`config.mk`:
```
export PLATFORM = sky130hd
export DESIGN_NAME = icache_tag_sram_multiway_ctrl
export DESIGN_NICKNAME = d
export VERILOG_FILES = /design/src/rtl/icache_tag_sram_multiway_ctrl.sv
export SDC_FILE = /design/constraint.sdc
export NUM_CORES = 2
export LEC_CHECK = 0
export CELL_PAD_IN_SITES_DETAIL_PLACEMENT = 1
export CELL_PAD_IN_SITES_GLOBAL_PLACEMENT = 2
export CORE_MARGIN = 1
export CORE_UTILIZATION = 35
export DETAILED_ROUTE_END_ITERATION = 8
export MAX_ROUTING_LAYER = met4
export PLACE_DENSITY = 0.62
export REMOVE_ABC_BUFFERS = 1
export SYNTH_ARGS = -nofsm -noshare
export SYNTH_HDL_FRONTEND = slang
export SYNTH_SLANG_ARGS = --single-unit
```
`constraint.sdc`:
```
create_clock -name clk_i -period 6.6 [get_ports clk_i]
set_input_delay 0.99 -clock clk_i [delete_from_list [all_inputs] [get_ports clk_i]]
set_output_delay 0.99 -clock clk_i [all_outputs]
set_load 0.02 [all_outputs]
```
`src/rtl/icache_tag_sram_multiway_ctrl.sv`:
```
// rtl/icache_tag_sram_multiway_ctrl.sv - multi-way L1.5 icache tag store with init/flush FSM
// Optional per-entry even parity when ICACHE_TAG_PARITY_EN is defined.
module icache_tag_sram_multiway_ctrl #(
  parameter int unsigned BehavMem = 1,
  parameter int unsigned NumWays  = 4,
  parameter int unsigned NumWords = 64,
  parameter int unsigned TagWidth = 8,
  localparam int unsigned AW = $clog2(NumWords)
) (
  input  logic                         clk_i,
  input  logic                         rst_ni,
  input  logic                         flush_req_i,
  output logic                         flush_ack_o,
  output logic                         init_busy_o,
  input  logic                         req_i,
  output logic                         gnt_o,
  input  logic                         we_i,
  input  logic [NumWays-1:0]           way_be_i,
  input  logic [AW-1:0]                addr_i,
  input  logic [TagWidth-1:0]          wdata_i,
  output logic [NumWays*TagWidth-1:0]  rdata_o,
  output logic                         rvalid_o,
  output logic [NumWays-1:0]           parity_err_o
);

`ifdef ICACHE_TAG_PARITY_EN
  localparam int unsigned BankWidth = TagWidth + 1;
`else
  localparam int unsigned BankWidth = TagWidth;
`endif
  localparam logic [AW-1:0] LastIdx = AW'(NumWords - 1);

  typedef enum logic {ST_INIT, ST_IDLE} state_e;

  state_e               state;
  logic [AW-1:0]        cnt;
  logic                 flush_run;
  logic                 rd_en;
  logic                 bank_req;
  logic [NumWays-1:0]   bank_we;
  logic [AW-1:0]        bank_addr;
  logic [BankWidth-1:0] bank_wdata;
  logic [BankWidth-1:0] wdata_ext;

`ifdef ICACHE_TAG_PARITY_EN
  assign wdata_ext = {^wdata_i, wdata_i};
`else
  assign wdata_ext = wdata_i;
`endif

  assign gnt_o       = (state == ST_IDLE) & req_i & ~flush_req_i;
  assign rd_en       = gnt_o & ~we_i;
  assign init_busy_o = (state == ST_INIT);
  // Only a flush-triggered clear is acknowledged; reset clears flush_run.
  assign flush_ack_o = (state == ST_INIT) & (cnt == LastIdx) & flush_run;

  always_comb begin
    bank_req   = 1'b0;
    bank_we    = '0;
    bank_addr  = addr_i;
    bank_wdata = wdata_ext;
    if (state == ST_INIT) begin
      bank_req   = 1'b1;
      bank_we    = '1;
      bank_addr  = cnt;
      bank_wdata = '0;
    end else if (gnt_o) begin
      bank_req = 1'b1;
      bank_we  = we_i ? way_be_i : '0;
    end
  end

  always_ff @(posedge clk_i or negedge rst_ni) begin
    if (!rst_ni) begin
      state     <= ST_INIT;
      cnt       <= '0;
      flush_run <= 1'b0;
      rvalid_o  <= 1'b0;
    end else begin
      rvalid_o <= rd_en;
      case (state)
        ST_INIT: begin
          if (cnt == LastIdx) begin
            state     <= ST_IDLE;
            cnt       <= '0;
            flush_run <= 1'b0;
          end else begin
            cnt <= cnt + 1'b1;
          end
        end
        default: begin
          if (flush_req_i) begin
            state     <= ST_INIT;
            cnt       <= '0;
            flush_run <= 1'b1;
          end
        end
      endcase
    end
  end

  for (genvar w = 0; w < NumWays; w++) begin : g_way
    logic [BankWidth-1:0] mem [NumWords];
    logic [BankWidth-1:0] rdata_q;

    if (BehavMem != 0) begin : g_behav
      always_ff @(posedge clk_i) begin
        if (bank_req && bank_we[w]) mem[bank_addr] <= bank_wdata;
      end
    end else begin : g_macro
      // Macro-style bank: byte-masked write with all bytes enabled.
      localparam int unsigned BeWidth = (BankWidth + 7) / 8;
      logic [BeWidth-1:0]   bank_be;
      logic [BankWidth-1:0] bit_mask;
      assign bank_be = '1;
      always_comb begin
        bit_mask = '0;
        for (int i = 0; i < BankWidth; i++) bit_mask[i] = bank_be[i>>3];
      end
      always_ff @(posedge clk_i) begin
        if (bank_req && bank_we[w])
          mem[bank_addr] <= (mem[bank_addr] & ~bit_mask) | (bank_wdata & bit_mask);
      end
    end

    always_ff @(posedge clk_i or negedge rst_ni) begin
      if (!rst_ni) rdata_q <= '0;
      else if (rd_en) rdata_q <= mem[addr_i];
    end

    assign rdata_o[w*TagWidth +: TagWidth] = rdata_q[TagWidth-1:0];
`ifdef ICACHE_TAG_PARITY_EN
    assign parity_err_o[w] = rvalid_o & (rdata_q[TagWidth] ^ (^rdata_q[TagWidth-1:0]));
`else
    assign parity_err_o[w] = 1'b0;
`endif
  end

endmodule

```
==> summary.md <==
| Metric | Value |
|---|---|
| Worst slew margin relative to its limit | `0.225` |
| Resize count post-CTS | `0` |
| Worst Setup SP | `cnt[0]` |
| Num rows | `about 180` |
| Setup_tns | `0 ps` |
| Met2 wire len | `106,000 um` |
| Synth top area share | `0.756` |
| Share of layout cells above drive strength 1 | `0.172` |
| Worst setup EP type | `primary output` |
| CTS sink count | `around 2,100` |
| Setup CP Type | `reg -> out` |
| Worst-case clock buffer depth | `3` |
| Dpl hpwl | `around 130,000 um` |
| EDFF count, synth | `~2,000` |
| Final Cell Area | `0.0921 mm2` |
| Die X | `between 400 and 500 um` |
| Most frequent cells in the layout | `edfxtp_1 (2,048), mux2i_1 (421), mux4_2 (320)` |
| Seq/Total Area, Yosys | `0.769` |
| Skew-Pair Late Insertion Delay | `870 ps` |
| CP required | `5610 ps` |
| Yosys cell types | `46` |
| Full die area | `roughly 0.23 mm2` |
| Area Growth Syn to Fin | `13.3%` |
| Place WS | `approximately 2000 ps` |
| Placed Area | `between 0.08 and 0.09 mm2` |
| Unrepaired setup endpoints after global routing | `false` |
| Sw Share | `0.256` |
| Mapped Area | `0.0813 mm2` |
| Global-route wire length before repair | `a little over 300,000 um` |
| Via-to-Cell Ratio | `~5.4` |
| Post-route DRC | `0` |
| Clk pwr share | `0.374` |
| Final nets | `~4,200` |
| Post-Syn Instances | `4,141` |
| Minimum clock period | `roughly 4200 ps` |
| Core footprint | `about 0.23 mm2` |
| Number of setup buffers added after CTS | `0` |
| Met3 Wirelength | `about 9300 um` |
| Final WL | `215,000 um` |
| Clk slew on worst S/H paths | `about 70 ps` |
| Final hold vios | `0` |
| Largest net degree at the start of global routing | `161` |
| CTS buffer count | `207` |
| Vias in the first global route | `42,000` |
| Worst R2R Start | `state` |
| Sw power | `about 8000 uW` |
| Cell taking the most area after synthesis | `edfxtp_1` |
| Power Density | `~340 mW/mm2` |
| Asr flop ratio synth | `0.0196` |
| Final ANT Viol Nets | `0` |
| Top layer in use | `met4` |
| CTS tree | `done` |
| Iteration count of the initial detailed-routing pass | `5` |
| Final slew viol count | `0` |
| Final worst slack | `about 2400 ps` |
| Reg2reg path depth | `5` |
| Worst slew pin tran | `between 1000 and 1500 ps` |
| Leading cell type in the layout, fill and taps excluded | `edfxtp_1` |
| Fin Clk Skew | `about 19 ps` |
| Worst IR Drop VDD | `0.000296 V` |
| Setup Viol. Count Final | `0` |
| Internal power | `23,300 uW` |
| Critical path startpoint category | `flip-flop` |
| Sequential fraction of design power | `0.512` |
| Ys Warns | `0` |
| Number of I/O pins | `63` |
| Cts hold-fix bufs | `0` |
| Logic pwr share | `0.114` |
| Ys flop type | `edfxtp_1` |
| GPL Wtd Cong | `around 0.78` |
| Max Clk Rate | `about 0.24 GHz` |
| Hold Crit Class | `in -> async` |
| Max Cap Viol | `0` |
| Htree depth | `4` |
| Vias after detailed routing | `39,800` |
| Initial antenna violation count | `10` |
| Worst EP arrival | `approximately 3200 ps` |
| Per-cell routed wire length | `28.9 um` |
| Area contributors post-synth | `edfxtp_1 (76%), mux4_2 (8.9%), mux2i_1 (5.2%)` |
| Syn Area/Cell | `between 15 and 20 um2` |
| Metal-1 WL | `around 93,000 um` |
| GR Overflow Total | `0` |
| Chip height | `between 400 and 500 um` |
| Root Driver | `clkbuf_16` |
| Tcrit/Tclk final | `0.636` |
| Global-route usage over all layers | `0.188` |
| Leak | `~0.030 uW` |
| Status | `finished, final reports clean` |
| Crit path max fanout | `10` |
| #FFs+latches synth | `2,089` |
| Starting Density | `0.353` |
| Detailed Route Iter0 Violations | `3,361` |
| Port Buffers | `58` |
## layer usage
metal  track usage  up-vias
met5             -        -
met4        0.0596        0
met3        0.0294      354
met2         0.303      950
met1         0.244    21300
li1              -    17100
## cell families (layout without fill, tap and decap cells)
kind of cell,after synthesis,after routing,share of synthesized area
AO/OA/AOI/OAI,434,434,0.0399
XOR/XNOR,4,4,0.000431
adder cells (fa/ha/maj),1,1,0.000154
buffers and inverters,268,524,0.0151
flip-flops,2089,2089,0.769
multiplexers,775,775,0.145
other,1,9,0.0000461
AND/OR/NAND/NOR,569,569,0.0305
## metrics by stage
stage,cells,total power (uW),hold WS [ps],util
final,7431,31300,220,0.399
after global routing,7429,32200,229,0.399
after CTS,7426,31600,188,0.399
after detailed placement,7041,19900,526,0.370
after global placement,7041,19800,509,0.370
after floorplan,3882,17900,487,-
## sequential cells by signal (all words and copies together) (netlist names)
| signal | flops |
|---|---|
| cnt | 6 |
| state | 1 |
| rvalid_o | 1 |
| g_way.mem | 2048 |
| g_way.rdata_q | 32 |
| flush_run | 1 |
## path summary, 6_finish.rpt
| check | end | slack (ps) |
|---|---|---|
| worst max-delay path | flush_ack_o | 2400 |
| worst min-delay path | g_way[0].rdata_q[5] | 220 |
| worst max register to register | g_way[1].mem[53][6] | 2760 |
| worst min register to register | flush_run | 540 |
| max in group asynchronous | state | 5870 |
| min in group clk_i | flush_run | 540 |
## synthesized netlist by cell type, types with 34 or more instances
master / n
edfxtp_1: 2048
mux2i_1: 421
mux4_2: 320
nor2_1: 273
a22oi_1: 160
clkbuf_1: 125
nand2_1: 125
buf_2: 88
dfrtp_1: 41
nand3_1: 40
and3_1: 35
nor2b_1: 35
o21ai_0: 35
o22ai_1: 34
## power groups by stage
stage               clock, uW  sequential, uW  combinational, uW
floorplan                   0           16200               1690
global placement            0           16300               3570
detailed placement          0           16300               3610
CTS                     12000           16000               3620
global route            12400           16100               3770
finish                  11700           16000               3550
## cell type report
type | instances | area, um2
Fill cell | 21800 | 138000
Sequential cell | 2089 | 62500
Multi-Input combinational cell | 1787 | 17700
Clock buffer | 252 | 5550
Tap cell | 3026 | 3790
Timing Repair Buffer | 133 | 1360
Clock inverter | 133 | 1170
Inverter | 6 | 22.5
Antenna cell | 5 | 12.5
## critical path, stage by stage (launching register included)
cell	delay, ps
dfrtp_1	550
ha_1	240
and3_1	230
and3_1	250
and3_1	390
clkdlybuf4s50_1	680
Note: power is estimated with default switching activity, not from simulation.
